## src/rtl/watch_pkg.sv

```systemverilog
// Shared types and constants for the watch mode/time-set controller.
`timescale 1ns/1ps
package watch_pkg;

  typedef enum logic [1:0] {
    RUN      = 2'd0,
    SET_HOUR = 2'd1,
    SET_MIN  = 2'd2,
    SET_SEC  = 2'd3
  } state_t;

  localparam logic [2:0] POS_HOUR = 3'b100;
  localparam logic [2:0] POS_MIN  = 3'b010;
  localparam logic [2:0] POS_SEC  = 3'b001;
  localparam logic [2:0] POS_NONE = 3'b000;

  localparam int unsigned DEF_DB_CYCLES = 500000;
  localparam int unsigned DEF_TIMEOUT_S = 30;

  function automatic logic [2:0] pos_of(input state_t s);
    case (s)
      SET_HOUR: pos_of = POS_HOUR;
      SET_MIN:  pos_of = POS_MIN;
      SET_SEC:  pos_of = POS_SEC;
      default:  pos_of = POS_NONE;
    endcase
  endfunction

endpackage

```

## src/rtl/switch_debounce.sv

```systemverilog
// One switch path: 2-FF synchronizer, stability counter, rising-edge press pulse.
`timescale 1ns/1ps
module switch_debounce
  import watch_pkg::*;
#(
  parameter int unsigned DB_CYCLES = DEF_DB_CYCLES
) (
  input  logic clk,
  input  logic reset,
  input  logic sw,
  output logic press
);

  localparam int unsigned CW = (DB_CYCLES > 1) ? $clog2(DB_CYCLES) : 1;
  localparam logic [CW-1:0] CNT_LAST = CW'(DB_CYCLES - 1);

  logic          sync1;
  logic          sync2;
  logic          level;
  logic          level_q;
  logic [CW-1:0] cnt;

  always_ff @(posedge clk or negedge reset) begin
    if (!reset) begin
      sync1   <= 1'b0;
      sync2   <= 1'b0;
      level   <= 1'b0;
      level_q <= 1'b0;
      press   <= 1'b0;
      cnt     <= '0;
    end else begin
      sync1   <= sw;
      sync2   <= sync1;
      level_q <= level;
      press   <= level & ~level_q;
      // Count only while the input disagrees; any agreement restarts the window.
      if (sync2 != level) begin
        if (cnt == CNT_LAST) begin
          level <= sync2;
          cnt   <= '0;
        end else begin
          cnt <= cnt + 1'b1;
        end
      end else begin
        cnt <= '0;
      end
    end
  end

endmodule

```

## src/rtl/watch_set_ctrl.sv

```systemverilog
// RUN/SET controller: debounced switches drive field selection, edit commands,
// idle timeout back to RUN and the blink enable for the selected field.
`timescale 1ns/1ps
module watch_set_ctrl
  import watch_pkg::*;
#(
  parameter int unsigned DB_CYCLES = DEF_DB_CYCLES,
  parameter int unsigned TIMEOUT_S = DEF_TIMEOUT_S
) (
  input  logic       clk,
  input  logic       reset,
  input  logic       sw0,
  input  logic       sw1,
  input  logic       sw2,
  input  logic       tick_1hz,
  input  logic       tick_2hz,
  output logic       mode,
  output logic [2:0] set_pos,
  output logic       blink,
  output logic       run_en,
  output logic       inc_hour,
  output logic       inc_min,
  output logic       clr_sec
);

  localparam logic [5:0] TIMER_LAST = 6'(TIMEOUT_S - 1);

  logic       press0;
  logic       press1;
  logic       press2;

  state_t     state;
  state_t     state_nxt;
  logic       in_set;
  logic       accept;
  logic       rotate;
  logic [2:0] cmd_nxt;
  logic [2:0] cmd_q;
  logic [5:0] timer;
  logic       blink_q;

  switch_debounce #(.DB_CYCLES(DB_CYCLES)) u_db0 (
    .clk(clk), .reset(reset), .sw(sw0), .press(press0));
  switch_debounce #(.DB_CYCLES(DB_CYCLES)) u_db1 (
    .clk(clk), .reset(reset), .sw(sw1), .press(press1));
  switch_debounce #(.DB_CYCLES(DB_CYCLES)) u_db2 (
    .clk(clk), .reset(reset), .sw(sw2), .press(press2));

  assign in_set = (state != RUN);

  always_ff @(posedge clk or negedge reset) begin
    if (!reset) state <= RUN;
    else        state <= state_nxt;
  end

  // press0 > press1 > press2 > timeout; losers in the same cycle are dropped.
  always_comb begin
    state_nxt = state;
    cmd_nxt   = 3'b000;
    accept    = 1'b0;
    rotate    = 1'b0;
    if (press0) begin
      accept    = 1'b1;
      state_nxt = in_set ? RUN : SET_HOUR;
    end else if (in_set && press1) begin
      accept = 1'b1;
      rotate = 1'b1;
      case (state)
        SET_HOUR: state_nxt = SET_MIN;
        SET_MIN:  state_nxt = SET_SEC;
        default:  state_nxt = SET_HOUR;
      endcase
    end else if (in_set && press2) begin
      accept = 1'b1;
      case (state)
        SET_HOUR: cmd_nxt = 3'b100;
        SET_MIN:  cmd_nxt = 3'b010;
        SET_SEC:  cmd_nxt = 3'b001;
        default:  cmd_nxt = 3'b000;
      endcase
    end else if (in_set && tick_1hz && (timer == TIMER_LAST)) begin
      state_nxt = RUN;
    end
  end

  always_ff @(posedge clk or negedge reset) begin
    if (!reset) begin
      cmd_q   <= 3'b000;
      timer   <= 6'd0;
      blink_q <= 1'b1;
    end else begin
      cmd_q <= cmd_nxt;

      if (!in_set || accept)  timer <= 6'd0;
      else if (tick_1hz)      timer <= (timer == TIMER_LAST) ? 6'd0 : timer + 6'd1;

      if (state_nxt == RUN)       blink_q <= 1'b1;
      else if (!in_set || rotate) blink_q <= 1'b1;
      else if (tick_2hz)          blink_q <= ~blink_q;
    end
  end

  always_comb begin
    mode     = in_set;
    run_en   = ~in_set;
    set_pos  = pos_of(state);
    blink    = blink_q;
    inc_hour = cmd_q[2];
    inc_min  = cmd_q[1];
    clr_sec  = cmd_q[0];
  end

endmodule

```

## config.mk

```make
export PLATFORM = sky130hd
export DESIGN_NAME = watch_set_ctrl
export DESIGN_NICKNAME = d
export VERILOG_FILES = /design/src/rtl/watch_pkg.sv /design/src/rtl/switch_debounce.sv /design/src/rtl/watch_set_ctrl.sv
export SDC_FILE = /design/constraint.sdc
export NUM_CORES = 1
export LEC_CHECK = 0
export ABC_AREA = 1
export BUFFER_PORTS_ARGS = -buffer_cell sky130_fd_sc_hd__buf_2
export CAP_MARGIN = 30
export CORE_ASPECT_RATIO = 0.7
export CORE_MARGIN = 4
export CORE_UTILIZATION = 38
export DETAILED_ROUTE_END_ITERATION = 6
export SYNTH_ARGS = -nofsm -noshare
export SYNTH_HDL_FRONTEND = slang
export SYNTH_SLANG_ARGS = --single-unit
```

## constraint.sdc

```tcl
create_clock -name clk -period 3.9 [get_ports clk]
set_input_delay 0.39 -clock clk [delete_from_list [all_inputs] [get_ports clk]]
set_output_delay 0.39 -clock clk [all_outputs]
set_load 0.03 [all_outputs]
```

**After elaboration in Yosys (flattened, before gate mapping)**

Index checks and enable logic that the tools add are counted.

- Add/sub/neg operators: 4
- Equal/unequal tests: 10
- Multiplexer cells: 27
- Bitwise logic cells: 8
- Reduce and logical (&&, ||, !) cells: 14

Operators by type and width:

| cell | count |
|---|---|
| two-way mux 19 bit | 6 |
| adder 19 x 1 -> 19 bit (second input constant) | 3 |
| equality test 19 bit (second input constant) | 3 |
| two-way mux 6 bit | 3 |
| two-way mux 1 bit | 9 |
| two-way mux 3 bit | 3 |
| case mux 3 bit (3 select lines) | 1 |
| two-way mux 2 bit | 4 |
| adder 6 x 1 -> 6 bit (second input constant) | 1 |
| equality test 6 x 5 -> 1 bit (second input constant) | 1 |
| AND reduction 2 bit | 3 |
| NOT 1 bit | 5 |
| equality test 2 bit (second input constant) | 2 |
| logical AND 1 bit | 4 |
| case mux 2 bit (2 select lines) | 1 |
| nonzero test 2 bit | 2 |
| bitwise AND 1 bit | 3 |
| != test 1 bit | 3 |
| nonzero test 3 bit | 1 |
| equality test 2 x 1 -> 1 bit (second input constant) | 1 |
| zero test 2 bit | 1 |
| logical OR 1 bit | 2 |
| zero test 1 bit | 1 |

- Register bits after elaboration: 84
- Output and inout port bits: 9

**Depth between registers and ports, before layout**

Gate-level depths: netlist of the first run.

- Word-level depth: 9
- Gate-level depth with buffers: 10
- Depth with buffers taken out: 10

**Cells and area by module**

A second synthesis of the first run with hierarchy kept.

- Cell total of the unflattened synthesis: 548
- Area, all modules: 4500.6 sq um

Modules (own cells, without submodules):

| module | times used | cells each | area each (sq um) |
|---|---|---|---|
| switch_debounce | 3 | 151 | 1248.7 |
| watch_set_ctrl | 1 | 95 | 754.5 |

**Least setup slack after synthesis of the first run**

OpenSTA, ideal clock, no wires.

- Path kind: register to register
- Start: register state[0]
- End: register timer[2]
- Data arrival time: 1.681 ns
- Setup slack: 2.100 ns
- Stages on the path, launching flop included: 10
- Buffers on the path: 0
- Period minus slack after synthesis: 1.800 ns
- Path through: dfrtp_1 > inv_1 > ha_1 > inv_2 > nand2_1 > nand3_1 > nor2_2 > inv_1 > a21oi_1 > nor2_1

- Word-level cells in the longest chain between the ends: 7

RTL lines:

| what | RTL line | RTL |
|---|---|---|
| start, declared | watch_set_ctrl.sv:32 | `state_t state;` |
| start signal, assigned | watch_set_ctrl.sv:53 | `else state <= state_nxt;` |
| nonzero test 2 bit (*) | watch_set_ctrl.sv:49 | `assign in_set = (state != RUN);` |
| named net mode | watch_set_ctrl.sv:17 | `output logic mode,` |
| logical AND 1 bit | watch_set_ctrl.sv:73 | `end else if (in_set && press2) begin` |
| two-way mux 1 bit | watch_set_ctrl.sv:73 |  |
| two-way mux 1 bit | watch_set_ctrl.sv:65 | `end else if (in_set && press1) begin` |
| two-way mux 1 bit | watch_set_ctrl.sv:62 | `if (press0) begin` |
| logical OR 1 bit (*) | watch_set_ctrl.sv:94 | `if (!in_set \|\| accept) timer <= 6'd0;` |
| two-way mux 6 bit / nonzero test 2 bit (equally long branches) | - |  |
| end signal, assigned | watch_set_ctrl.sv:95 | `else if (tick_1hz) timer <= (timer == TIMER_LAST) ? 6'd0 : timer + 6'd1;` |
| end, declared | watch_set_ctrl.sv:39 | `logic [5:0] timer;` |

Mark *: on every way through the listed nets, which the timed path passes. The rest lies on a longest branch.
A chain may end at the register's enable or synchronous reset.

**Worst setup path after layout of the first run**

- Start: register state[0]
- End: output port mode

- Word-level cells in the longest chain between the ends: 1

RTL lines:

| what | RTL line |
|---|---|
| nonzero test 2 bit | watch_set_ctrl.sv:49 |
| end, declared | watch_set_ctrl.sv:17 |

Every way passes these cells.

==> results of run 1 <==
-- area by class of cell --
type                            instances  share of cell area, %
Sequential cell                        84                  40.62
Clock buffer                           15                  5.172
Multi-Input combinational cell        422                  41.93
Tap cell                              157                  3.794
Timing Repair Buffer                   17                  2.175
Inverter                               79                  5.727
Clock inverter                          1                 0.5800
-- worst max-delay path, stage by stage (launching register included) --
cell,delay (ns)
dfrtp_1,0.40
inv_1,0.09
ha_1,0.27
inv_2,0.12
buf_2,0.21
-- report_power, final --
part           switching (uW)  leakage [uW]  internal, uW  total (uW)
Sequential               42.1       0.00114           921         963
Combinational             154      0.000998          76.6         230
Clock                     315      0.000144           532         847
Total                     510       0.00228          1530        2040
-- per-stage QoR --
stage	hold WS (ns)	instance area (um2)	power, uW
3_3_place_gp	0.3404	4852	1197
3_5_place_dp	0.3463	4880	1211
6_report	-0.002138	5177	2040
2_1_floorplan	0.09441	4579	1129
4_1_cts	0.005745	5177	2069
5_1_grt	0.02682	5177	2142
-- cells by family (layout without fill, tap and decap cells) --
logic type	Yosys count	in the layout	share of synthesized area (%)
AO/OA/AOI/OAI	32	32	4.099
XOR/XNOR	28	28	5.355
AND/OR/NAND/NOR	352	352	35.22
adder cells (fa/ha/maj)	10	10	2.732
flip-flops	84	84	45.93
buffers and inverters	81	112	6.667
-- synth_stat cells (2+ instances only) --
cell type / count / share of area (%)
nor2_1: 136 / 11
nand2_1: 113 / 9.3
dfrtp_1: 83 / 45
inv_1: 77 / 6.3
nand3_1: 44 / 4.8
xor2_1: 24 / 4.6
a21oi_1: 16 / 1.7
ha_1: 10 / 2.7
nor2_4: 10 / 2.5
nand2_2: 9 / 1.2
nor2_2: 9 / 1.2
nor3_1: 9 / 0.98
o21ai_0: 8 / 0.87
nand3_2: 6 / 1.3
nand4_1: 6 / 0.82
nor3b_1: 6 / 0.98
xnor2_1: 4 / 0.76
a211oi_1: 3 / 0.49
inv_2: 2 / 0.16
o22ai_1: 2 / 0.27
-- layer usage --
metal  vias up  track usage [%]  part of all wire [%]
met5         -                0                     0
li1       1887                -                     -
met3         7            3.619                   5.3
met2        91            20.59                    41
met1      1718            21.07                    53
met4         0            3.383                  0.78
-- state kept, by name, indices dropped and copies added (netlist names), 2 cells and up --
register / flops
u_db0.cnt: 19
u_db1.cnt: 19
u_db2.cnt: 19
timer: 6
cmd_q: 3
state: 2
-- worst paths after layout --
path | slack [ns] | from | depth (start not counted) | endpoint
max | 2.09 | state[0] | 4 | mode
min | -0.002 | reset | 1 | u_db1.cnt[18]
max reg2reg | 2.12 | state[1] | 10 | timer[5]
min reg2reg | 0.36 | u_db0.sync1 | 0 | u_db0.sync2
max in group asynchronous | 3.30 | reset | 2 | u_db0.press
min in group clk | 0.17 | sw0 | 1 | u_db0.sync1
==> reports/qor.csv, run 1 <==
stage,metric,value,unit
run_status,run_status,"complete, but fails checks",
run_status,failed_checks,hold timing,
timing,relSlewSlack,40.98,%
place,post-place-cells,759,
global_route,grt_usage,14.11,%
global_route,grt_pass1_vias,3400,
timing,fin_tns_setup,0,ns
die,die_area,13900,um2
worst_setup_path,worstPathArrival,1.42,ns
route,totalWireLength,9372,um
place,pre_cts_slack,2.151,ns
die,initial_utilization,39.05,%
global_route,grt_pass1_wl,16170,um
route,viasPerCell,4.778,
clocking,clk_pin_slew,0.06,ns
synthesis,ys_types,30,
clocking,clock-sinks,84,
route,wl_per_cell,12.09,um
route,drt_iter0_drc,281,
worst_setup_path,cp-end-kind,output port,
timing,hold_viol,2,
route,vias,3703,
die,core_region_area,11730,um2
layout,layout_commonest_cell,nor2_1,
global_route,gr-total-overflow,0,
power,p_leak,0.002280,uW
worst_setup_path,critPathLaunchType,register,
place,gp_congestion,0.8594,
timing,holdWs,-0.002138,ns
synthesis,synth_edf_count,0,
route,firstDrtPassIters,5,
layout,multiInputGateArea,2171,um2
layout,regArea,2103,um2
clocking,cts_hold_buf,0,
route,drc,0,
synthesis,synth_cells,587,
timing,worst_pin_slew,0.8789,ns
route,drtAntennaViolNets,0,
synthesis,netlist_area,4579,um2
clocking,clk_path_buf_depth,2,
worst_setup_path,required,3.51,ns
flow_run,drv_cap,0,
place,io_buffers,15,
layout,layout-drive-gt1-share,11.65,%
clocking,cts_tree,done,
power,p_per_area,394.0,nW/um2
layout,final_cells,775,
synthesis,synth_ff_type,dfrtp_1,
timing,finalMaxSlewViolations,0,
clocking,cts_made_buffers,9,
place,place_hpwl,7027,um
layout,antenna_cells,0,
synthesis,synth-seq-area-share,45.93,%
worst_hold_path,hold_class,primary input to async pin,
layout,final.fill_count,1172,
timing,finalClockSkew,0.005310,ns
timing,period_share,46.38,%
layout,num-nets-final,630,
synthesis,async_flop_share,100.0,%
clocking,postCtsResizedCells,0,
die,die_x,139.2,um
timing,finalWorstSetupSlack,2.091,ns
synthesis,synth_nets,604,
die,ios,16,
die,die_y,99.85,um
worst_setup_path,critPathMaxFanout,5,
power,ir_drop,205.8,uV
worst_setup_path,worstSetupPathType,register to output port,
synthesis,avgSynthCellArea,7.801,um2
layout,areaGrowthSynthToFinish,13.06,%
die,std_cell_rows,33,
layout,final_util,44.15,%
timing,setup_viol,0,
synthesis,synth-warning-count,0,
clocking,htreeDepth,3,
clocking,cts_setup_buffers,0,
global_route,grt_max_degree,55,
clocking,clk_latency,0.33,ns
global_route,antenna_found_initial,0,
timing,fmax,552.8,MHz
timing,finalWorstPathRequiredPeriod,1.809,ns
timing,grt_setup_unrepaired,false,
layout,final_cell_mix,"nor2_1 (136), nand2_1 (113), dfrtp_1 (83)",
clocking,clockRootBuffer,clkbuf_16,
synthesis,ys_ff_latch,84,
Note: power is estimated with default switching activity, not from simulation.
==> run 2, diff against run 1 <==
Clock period 3.9 ns to 1.6 ns, I/O delays scaled along.
==> run 2 against run 1 <==
Net effect: the flow now finishes without violations; total power rose to 2.5 times the previous value; sequential power up 150%; hold slack better by 0.18 ns; final cell count up 2.3%; clock skew up 0.0015 ns; clock-buffer cell count down 4; flip-flop and latch count unchanged; worst setup slack worse by 2.0 ns; wire length up 1.9%; clock power rose to 2.6 times the previous value; die area unchanged.
==> reports/qor.csv, run 2 (synthesized netlist as in run 1, its figures left out) <==
stage,metric,value,unit,change
timing,relSlewSlack,68.51,%,was 40.98%
timing,finalClockSkew,0.006769,ns,was 0.005310 ns
run_status,run_status,"finished, final reports clean",,"was complete, but fails checks"
route,drt_iter0_drc,272,,was 281
timing,hold_viol,0,,was 2
power,ir_drop,766.2,uV,was 205.8 uV
clocking,clk_latency,0.34,ns,was 0.33 ns
layout,num-nets-final,648,,was 630
place,gp_congestion,0.8789,,was 0.8594
worst_setup_path,cp-end-kind,register,,was output port
timing,finalMaxSlewViolations,0,,unchanged
layout,final_cell_mix,"nor2_1 (134), nand2_1 (113), dfrtp_1 (83)",,"was nor2_1 (136), nand2_1 (113), dfrtp_1 (83)"
worst_hold_path,hold_class,primary input to register,,was primary input to async pin
layout,design_area,5381,um2,was 5177 um2
route,drc,0,,unchanged
global_route,grt_pass1_wl,16320,um,was 16170 um
global_route,gr-total-overflow,0,,unchanged
timing,worst_pin_slew,0.4723,ns,was 0.8789 ns
clocking,clock-sinks,84,,unchanged
die,std_cell_rows,33,,unchanged
timing,setup_viol,0,,unchanged
clocking,clk_path_buf_depth,2,,unchanged
worst_setup_path,worstPathArrival,1.72,ns,was 1.42 ns
die,ios,16,,unchanged
clocking,clk_pin_slew,0.06,ns,about the same
timing,finalWorstPathRequiredPeriod,1.500,ns,
place,place_hpwl,7107,um,was 7027 um
route,totalWireLength,9552,um,was 9372 um
power,p_leak,0.002378,uW,was 0.002280 uW
die,initial_utilization,39.05,%,unchanged
layout,layout_commonest_cell,nor2_1,,unchanged
die,die_area,13900,um2,unchanged
worst_setup_path,r2r_slack,0.10,ns,was 2.12 ns
global_route,grt_pass1_vias,3549,,was 3400
global_route,grt_usage,14.19,%,was 14.11%
die,die_y,99.85,um,unchanged
worst_setup_path,r2r-start,state[1],,unchanged
route,wl_per_cell,12.05,um,was 12.09 um
worst_setup_path,required,1.82,ns,was 3.51 ns
timing,fin_tns_setup,0,ns,unchanged
timing,fmax,666.8,MHz,
worst_setup_path,critPathLaunch,state[1],,was state[0]
worst_setup_path,critPathMaxFanout,5,,unchanged
clocking,htreeDepth,3,,unchanged
place,placed_cell_area,4972,um2,was 4880 um2
global_route,grt_max_degree,34,,was 55
layout,areaGrowthSynthToFinish,17.51,%,was 13.06%
clocking,clockRootBuffer,clkbuf_16,,unchanged
die,core_region_area,11730,um2,unchanged
clocking,cts_tree,done,,unchanged
layout,layout-drive-gt1-share,15.41,%,was 11.65%
layout,reg.largest.list,"u_db0.cnt: 19 flops, u_db1.cnt: 19 flops, u_db2.cnt: 19 flops",,unchanged
layout,antenna_cells,0,,unchanged
route,drtAntennaViolNets,0,,unchanged
worst_setup_path,critPathLaunchType,register,,unchanged
place,io_buffers,15,,unchanged
worst_setup_path,worstSetupPathType,register to register,,was register to output port
die,die_x,139.2,um,unchanged
worst_hold_path,hold_start,tick_1hz,,
global_route,antenna_found_initial,0,,unchanged
flow_run,drv_cap,0,,unchanged
route,viasPerCell,4.690,,was 4.778
route,vias,3719,,was 3703
power,p_per_area,959.1,nW/um2,was 394.0 nW/um2
route,firstDrtPassIters,4,,was 5
clocking,cts_made_buffers,9,,unchanged
timing,period_share,93.73,%,
[run 2: changes by cell type in the layout (fill, tap and decap cells not counted), moves of 2 or more]
cell / previous run / this run
buf_12: 0 / 2
buf_4: 2 / 15
clkbuf_1: 4 / 0
clkinvlp_4: 0 / 2
dlygate4sd3_1: 0 / 4
ha_1: 10 / 8
ha_4: 0 / 2
inv_1: 77 / 74
inv_2: 2 / 5
nor2_1: 136 / 134
[run 2: worst paths after layout]
path                                 end  cells after the start
hold reg to reg              u_db2.sync2                      0
max in group asynchronous   u_db1.cnt[8]                      3
setup / recovery                timer[3]                     10
hold / removal                  timer[1]                      3
min in group asynchronous  u_db2.cnt[13]                      2
setup reg to reg                timer[3]                     10
[run 2: metrics by stage]
step                total power (uW)  hold WS (ns)  worst slack (ns)  utilization [%]  cells
floorplan                       2768       -0.1356           0.03768                -    587
global placement                2958        0.1423            0.1102            42.40    769
detailed placement              2976        0.1517           0.01624            42.40    769
CTS                             5164        0.1498          0.001179            45.40    789
global route                    5403        0.2028         -0.007322            45.89    793
finish                          5161        0.1763            0.1003            45.89    793
[run 2: where the power goes]
group,total (uW),switching (uW),internal [uW]
clock,2170,870,1300
sequential,2360,114,2240
combinational,637,396,241
total,5160,1380,3780
[run 2: layer usage]
| metal | vias up | global-route usage [%] | routed length (um) |
|---|---|---|---|
| met5 | - | 0 | 0 |
| met4 | 0 | 3.083 | 39 |
| met3 | 5 | 4.048 | 477 |
| met2 | 57 | 21.75 | 4078 |
| met1 | 1736 | 20.19 | 4957 |
| li1 | 1921 | - | - |
[run 2: worst max-delay path: stages (launching register included)]
cell	delay, ns
dfrtp_1	0.41
inv_2	0.10
ha_4	0.16
inv_2	0.06
nand2_1	0.08
nand3_2	0.11
nor2_4	0.16
buf_4	0.12
nor2_1	0.03
nor2_1	0.09
a21oi_1	0.05
[run 2: area by class of cell]
class                           count  area, um2
Fill cell                        1151       6345
Multi-Input combinational cell    422       2211
Clock buffer                       11      252.7
Inverter                           79      296.5
Sequential cell                    84       2103
Clock inverter                      5      58.81
Timing Repair Buffer               35      262.8
Tap cell                          157      196.4
[run 2: what timing repair did]
action                                  CTS  global route
buffers inserted                          0             4
gates resized for setup                   1             8
endpoints found under the hold margin    32             0
hold buffers                              4             0
pin swaps                                 0             3
endpoints found under the setup margin    1            15
